===== config.mk =====
export PLATFORM = sky130hd
export DESIGN_NAME = seq_adder
export DESIGN_NICKNAME = d
export VERILOG_FILES = /design/src/rtl/seq_adder_pkg.sv /design/src/rtl/chunk_adder.sv /design/src/rtl/full_adder.sv /design/src/rtl/seq_adder.sv
export SDC_FILE = /design/constraint.sdc
export NUM_CORES = 1
export LEC_CHECK = 0
export CAP_MARGIN = 20
export CORE_MARGIN = 5
export CORE_UTILIZATION = 56
export CTS_CLUSTER_SIZE = 8
export DETAILED_ROUTE_END_ITERATION = 7
export DONT_BUFFER_PORTS = 1
export GPL_TIMING_DRIVEN = 0
export MAX_ROUTING_LAYER = met4
export PLACE_DENSITY = 0.71
export SYNTH_ARGS = -nofsm -noshare
export SYNTH_HDL_FRONTEND = slang
export SYNTH_HIERARCHICAL = 1
export SYNTH_SLANG_ARGS = --single-unit

===== constraint.sdc =====
create_clock -name clk -period 4.2 [get_ports clk]
set_clock_uncertainty 0.15 [all_clocks]
set_input_delay 0.84 -clock clk [delete_from_list [all_inputs] [get_ports clk]]
set_output_delay 0.84 -clock clk [all_outputs]
set_load 0.02 [all_outputs]

===== src/rtl/seq_adder_pkg.sv =====
// Shared types and constants for the sequential adder/subtractor.
package seq_adder_pkg;

  typedef enum logic [1:0] {
    IDLE = 2'd0,
    BUSY = 2'd1,
    DONE = 2'd2
  } state_t;

  // Number of CHUNK-wide slices needed to cover n bits.
  function automatic int unsigned ceil_div(input int unsigned n, input int unsigned d);
    return (n + d - 1) / d;
  endfunction

endpackage


===== src/rtl/chunk_adder.sv =====
// Combinational CHUNK-bit ripple adder built from full-adder cells.
module chunk_adder #(
  parameter int CHUNK = 4
) (
  input  logic [CHUNK-1:0] a,
  input  logic [CHUNK-1:0] b,
  input  logic             cin,
  output logic [CHUNK-1:0] s,
  output logic             cout
);

  logic [CHUNK:0] c;

  assign c[0] = cin;

  // Ripple chain, one cell per bit.
  for (genvar i = 0; i < CHUNK; i++) begin : g_bit
    full_adder u_fa (
      .a   (a[i]),
      .b   (b[i]),
      .cin (c[i]),
      .s   (s[i]),
      .cout(c[i+1])
    );
  end

  assign cout = c[CHUNK];

endmodule


===== src/rtl/full_adder.sv =====
// One-bit full-adder cell.
module full_adder (
  input  logic a,
  input  logic b,
  input  logic cin,
  output logic s,
  output logic cout
);

  assign s    = a ^ b ^ cin;
  assign cout = (a & b) | (cin & (a ^ b));

endmodule


===== src/rtl/seq_adder.sv =====
// Multi-cycle adder/subtractor: processes CHUNK bits per cycle with a
// registered carry, valid/ready on both the operand and result sides.
module seq_adder
  import seq_adder_pkg::*;
#(
  parameter int WIDTH = 14,
  parameter int CHUNK = 4
) (
  input  logic             clk,
  input  logic             rst_n,
  input  logic             in_valid,
  output logic             in_ready,
  input  logic [WIDTH-1:0] a,
  input  logic [WIDTH-1:0] b,
  input  logic             op_sub,
  output logic             out_valid,
  input  logic             out_ready,
  output logic [WIDTH:0]   sum
);

  localparam int unsigned NCHUNK = ceil_div(WIDTH, CHUNK);
  localparam int unsigned PW     = NCHUNK * CHUNK;
  localparam int unsigned CW     = (NCHUNK > 1) ? $clog2(NCHUNK) : 1;
  localparam logic [CW-1:0] LAST = CW'(NCHUNK - 1);

  state_t          state, state_nxt;
  logic [PW-1:0]   a_r, b_r, res_r;
  logic [PW-1:0]   a_ext, b_ext;
  logic            sub_r, carry;
  logic [CW-1:0]   cnt;
  logic [CHUNK-1:0] a_slice, b_slice, s_slice;
  logic            c_out;
  logic [PW:0]     full;

  assign in_ready  = (state == IDLE);
  assign out_valid = (state == DONE);

  // Operands zero-padded to a whole number of chunks; B is inverted for
  // subtraction before padding so the pad stays zero and cannot disturb the
  // carry out of bit WIDTH-1.
  always_comb begin
    a_ext = '0;
    b_ext = '0;
    a_ext[WIDTH-1:0] = a;
    b_ext[WIDTH-1:0] = op_sub ? ~b : b;
  end

  assign a_slice = a_r[cnt*CHUNK +: CHUNK];
  assign b_slice = b_r[cnt*CHUNK +: CHUNK];

  chunk_adder #(.CHUNK(CHUNK)) u_chunk (
    .a   (a_slice),
    .b   (b_slice),
    .cin (carry),
    .s   (s_slice),
    .cout(c_out)
  );

  // Padded result with the current chunk merged in; bit WIDTH is the carry
  // out of bit WIDTH-1 whether or not the last chunk is partial.
  always_comb begin
    full = {c_out, res_r};
    full[cnt*CHUNK +: CHUNK] = s_slice;
  end

  if (PW > WIDTH) begin : g_pad
    logic unused_pad;
    assign unused_pad = ^full[PW:WIDTH+1];
  end

  // State register.
  always_ff @(posedge clk) begin
    if (!rst_n) state <= IDLE;
    else        state <= state_nxt;
  end

  // Next-state logic.
  always_comb begin
    state_nxt = state;
    case (state)
      IDLE:    if (in_valid)     state_nxt = BUSY;
      BUSY:    if (cnt == LAST)  state_nxt = DONE;
      DONE:    if (out_ready)    state_nxt = IDLE;
      default:                   state_nxt = IDLE;
    endcase
  end

  // Operand capture, chunk stepping and result load.
  always_ff @(posedge clk) begin
    if (!rst_n) begin
      a_r   <= '0;
      b_r   <= '0;
      res_r <= '0;
      sub_r <= 1'b0;
      carry <= 1'b0;
      cnt   <= '0;
      sum   <= '0;
    end else begin
      case (state)
        IDLE: if (in_valid) begin
          a_r   <= a_ext;
          b_r   <= b_ext;
          sub_r <= op_sub;
          carry <= op_sub;
          cnt   <= '0;
        end
        BUSY: begin
          res_r <= full[PW-1:0];
          carry <= c_out;
          cnt   <= cnt + CW'(1);
          if (cnt == LAST) sum <= {full[WIDTH] ^ sub_r, full[WIDTH-1:0]};
        end
        default: ;
      endcase
    end
  end

endmodule


==> out/results.txt <==
The switching power was 0.367 mW; the actual transition at the worst max-transition pin was 630 ps. The logs give 426 um for the met3 wirelength from detailed routing and 0 for the quantity of gates resized following cts. At the later pin of the worst-skew pair, clock insertion delay measures 350 ps. The share of final-layout standard cells stronger than drive strength 1 came out at 0.140. By area the synthesized netlist is led by sky130_fd_sc_hd__dfxtp_1, sky130_fd_sc_hd__nand2_1, sky130_fd_sc_hd__a21oi_1. The number of buffer and inverter stages on the critical path was 1; the time the final worst path needs with I/O delays and setup was 3880 ps. The cell count along the critical path was 8; the length of routed wiring on met1 was 3250 um.

The run gives 2 as the maximum number of buffers from clock root to sink. The relative contribution of combinational cells to total power was 0.143. The detailed-route DRC error count was 0; the number of diodes was 0.

The number of flops mapped to enable cells by yosys works out to 0. The number of setup buffers added after CTS is 0. The setup slack after layout was 315 ps. CTS saw 64 sinks. In this run the core area contains 27 standard-cell rows.

The run gives 5 as the number of iterations in the first detailed-routing pass. The tools report the sequential area share after synthesis as 0.417. The logs give 2495 for the via count of the first global-routing pass and 309 ps for the tightest hold margin. The height of the die was 84.1 um; the share of the synthesized area in the top cell type was 0.417. The residual overflow from global routing was 0.

Cell internal power was estimated by the tool at 1.02 mW. After clock tree synthesis, the clock-pin slew on the worst setup and hold paths is 70 ps. In the final timing run, aggregate negative setup slack is 0 ps. Dividing the detail-routed via count by the number of cells gives 5.86. The number of nets at the end of the flow was 389. Counting cells, the worst reg-to-reg path comes to 8. The worst setup path is launched from a flop.

For the max-slew headroom at the worst pin, the log shows 0.580. The fraction of the cycle the final worst path needs came out at 0.925. The run finished with clean final reports. The kind of critical path was reg2reg. The path class of the lowest-slack min-delay path is reg2reg. Final total power: 1.39 mW. Based on the critical path, the design can be clocked at up to 257 MHz. The TritonCTS buffer count is 9, and the width of the die is 84.1 um. After detailed placement, the total cell area comes to 3160 um^2. The finished cells cover 3360 um^2. The worst-case IR drop observed on VDD is 262 uV.

In the detailed route, the total length drawn on met2 is 3330 um. At the worst endpoint, the required time is 4320 ps. Maximum fanout along the worst path: 10.

The largest total area in the synthesized netlist belongs to sky130_fd_sc_hd__dfxtp_1. Die area: 7070 um^2. TritonCTS built the clock tree. Switching share of power: 0.265.

The largest stage delay on the critical path is 660 ps. The most frequent cell after synthesis was sky130_fd_sc_hd__dfxtp_1. The area overhead of the layout relative to synthesis is 9.40%.

Among cell families on the critical path, the largest total delay comes from adder cells. The overall track demand over capacity in global routing was 0.219; the number of filler cells placed in the layout was 493. Detailed placement finished with a half-perimeter wire length of 5170 um. The tools report the post-synthesis instance area as 3070 um^2. The synthesized netlist net count came out at 378. Setup repair after global routing left no endpoint under its margin.

The post-place setup slack was 331 ps; the count of pins over their slew limit was 0. Count of synthesis-stage warnings from yosys: 6. The most common flop cell mapped by yosys was sky130_fd_sc_hd__dfxtp_1.

The run gives 50 as the top-level I/O count. Number of H-tree levels: 3. The average wire per standard cell is 16.9 um, and the starting density of the core is 0.569.

The reg2reg setup slack is 320 ps. The number of max-cap violations came out at 0. Entering global routing, the biggest net connects 11 pins.

Dividing total power by cell area gives a power density of 412 nW/um^2. The signal on the critical path passes through buf_2 -> mux4_2 -> fa_1 -> fa_1 -> fa_1 -> fa_1 -> nand2_1 -> o22ai_1. For the unique cell type count in the Yosys netlist, the log shows 42. In the synthesized netlist, the cells that appear most often are sky130_fd_sc_hd__dfxtp_1, sky130_fd_sc_hd__nand2_1, sky130_fd_sc_hd__a21oi_1. The cell sitting at the root of the clock tree is a sky130_fd_sc_hd__clkbuf_8.

The wire length reported by the detailed router is 7160 um. The number of antenna violations at the first check in global routing is 0. The detailed router used layers up to and including met4. The analysis attributes to cell leakage a power of 1.29 nW. In this run the remaining antenna-violating nets after routing total 0.

The tools report the placeable core region as 5410 um^2. After synthesis the netlist holds a flip-flop and latch count of 64. Synthesis handed over a netlist of 335 instances. Buffers placed on the I/O ports in this run total 0.

The average instance area after synthesis was 9.18 um^2; the routability congestion estimate from global placement was 0.855. The post-synthesis async set-or-reset flop share is 0, and the final count of hold timing violations is 0. The clock network power share was 0.386; the first-iteration detailed-routing DRC count was 129. The tools report the kind of end point of the critical path as a flop. The run gives 12000 um as the first-pass GRT wire length. The number of stages on the worst hold path works out to 2. Critical path's slowest cell: sky130_fd_sc_hd__fa_1.

The run gives 0.472 as the proportion of power drawn by flip-flops and latches. In this run, post-CTS hold repair placed 0 buffers. Setup violations remaining at the end of the flow were counted as 0. The data arrival time of the worst path is 4010 ps, and the overall via count from detail_route is 2477. Cell occurring most often along the worst timing path: sky130_fd_sc_hd__fa_1.
[metrics by stage]
stage               cells  utilization
finish                423        0.622
global route          423        0.622
CTS                   423        0.622
detailed placement    407        0.585
global placement      407        0.585
floorplan             335            -
[state kept, by name (all words and copies together) (netlist names)]
register	count
res_r	15
b_r	14
sub_r	1
carry	1
sum	15
a_r	14
cnt	2
state	2
[cell usage in the layout (no fill, tap or decap), types with 2 or more instances in the layout]
cell type and n:
sky130_fd_sc_hd__nand2_1 60, sky130_fd_sc_hd__o211a_1 8, sky130_fd_sc_hd__a31oi_1 5, sky130_fd_sc_hd__clkinv_2 2, sky130_fd_sc_hd__fa_1 4, sky130_fd_sc_hd__a211oi_2 3
sky130_fd_sc_hd__a21boi_0 3, sky130_fd_sc_hd__buf_2 8, sky130_fd_sc_hd__a32oi_1 6, sky130_fd_sc_hd__inv_1 6, sky130_fd_sc_hd__clkbuf_8 11, sky130_fd_sc_hd__o21ai_0 22
sky130_fd_sc_hd__o22ai_1 10, sky130_fd_sc_hd__nand4_1 5, sky130_fd_sc_hd__clkbuf_1 8, sky130_fd_sc_hd__buf_4 7, sky130_fd_sc_hd__buf_6 4, sky130_fd_sc_hd__o21ai_1 2
sky130_fd_sc_hd__and3b_1 2, sky130_fd_sc_hd__mux2i_1 4, sky130_fd_sc_hd__ha_1 6, sky130_fd_sc_hd__nand2b_1 5, sky130_fd_sc_hd__a21oi_1 32, sky130_fd_sc_hd__mux4_2 4
sky130_fd_sc_hd__a211oi_1 3, sky130_fd_sc_hd__xnor2_1 14, sky130_fd_sc_hd__nor2b_1 9, sky130_fd_sc_hd__dfxtp_1 64, sky130_fd_sc_hd__and4bb_2 2, sky130_fd_sc_hd__and2_1 3
sky130_fd_sc_hd__nand3_1 6, sky130_fd_sc_hd__nor2_1 10
[layer usage]
metal | vias up | track usage
met5 | - | -
li1 | 1202 | -
met1 | 1182 | 0.264
met3 | 18 | 0.0711
met4 | 0 | 0.0994
met2 | 75 | 0.331
[layout make-up]
| class | instances | area [um^2] | share of cell area |
|---|---|---|---|
| Clock buffer | 13 | 159 | 0.0472 |
| Clock inverter | 3 | 40.0 | 0.0119 |
| Sequential cell | 64 | 1280 | 0.381 |
| Multi-Input combinational cell | 239 | 1600 | 0.474 |
| Buffer | 26 | 175 | 0.0521 |
| Inverter | 6 | 22.5 | 0.00670 |
| Tap cell | 72 | 90.1 | 0.0268 |
[path summary, 6_finish.rpt]
check                            start  endpoint
worst min-delay path            a_r[7]    a_r[7]
worst min register to register  a_r[7]    a_r[7]
worst max-delay path            cnt[0]  res_r[7]
worst max register to register  cnt[0]  res_r[7]
[power by group through the flow]
| stage | sequential (mW) | combinational, mW | clock, mW |
|---|---|---|---|
| finish | 0.654 | 0.198 | 0.535 |
| global route | 0.657 | 0.216 | 0.571 |
| CTS | 0.654 | 0.197 | 0.540 |
| detailed placement | 0.667 | 0.196 | 0 |
| global placement | 0.666 | 0.194 | 0 |
| floorplan | 0.661 | 0.150 | 0 |
[worst register-to-register path, stage by stage, from the launching register on]
cell	delay, ps
sky130_fd_sc_hd__dfxtp_1	530
sky130_fd_sc_hd__buf_2	320
sky130_fd_sc_hd__mux4_2	590
sky130_fd_sc_hd__fa_1	450
sky130_fd_sc_hd__fa_1	390
sky130_fd_sc_hd__fa_1	390
sky130_fd_sc_hd__fa_1	660
sky130_fd_sc_hd__nand2_1	130
sky130_fd_sc_hd__o22ai_1	190
[logic make-up (layout without fill, tap and decap cells)]
kind of cell / count (synthesis) / count (layout) / synth area share
compound gates: 98 / 98 / 0.204
xor+xnor: 14 / 14 / 0.0399
fa+ha+maj: 10 / 10 / 0.0505
buf+inv: 32 / 48 / 0.0643
flops: 64 / 64 / 0.417
mux: 9 / 9 / 0.0472
simple gates: 108 / 108 / 0.177
Note: power is estimated with default switching activity, not from simulation.
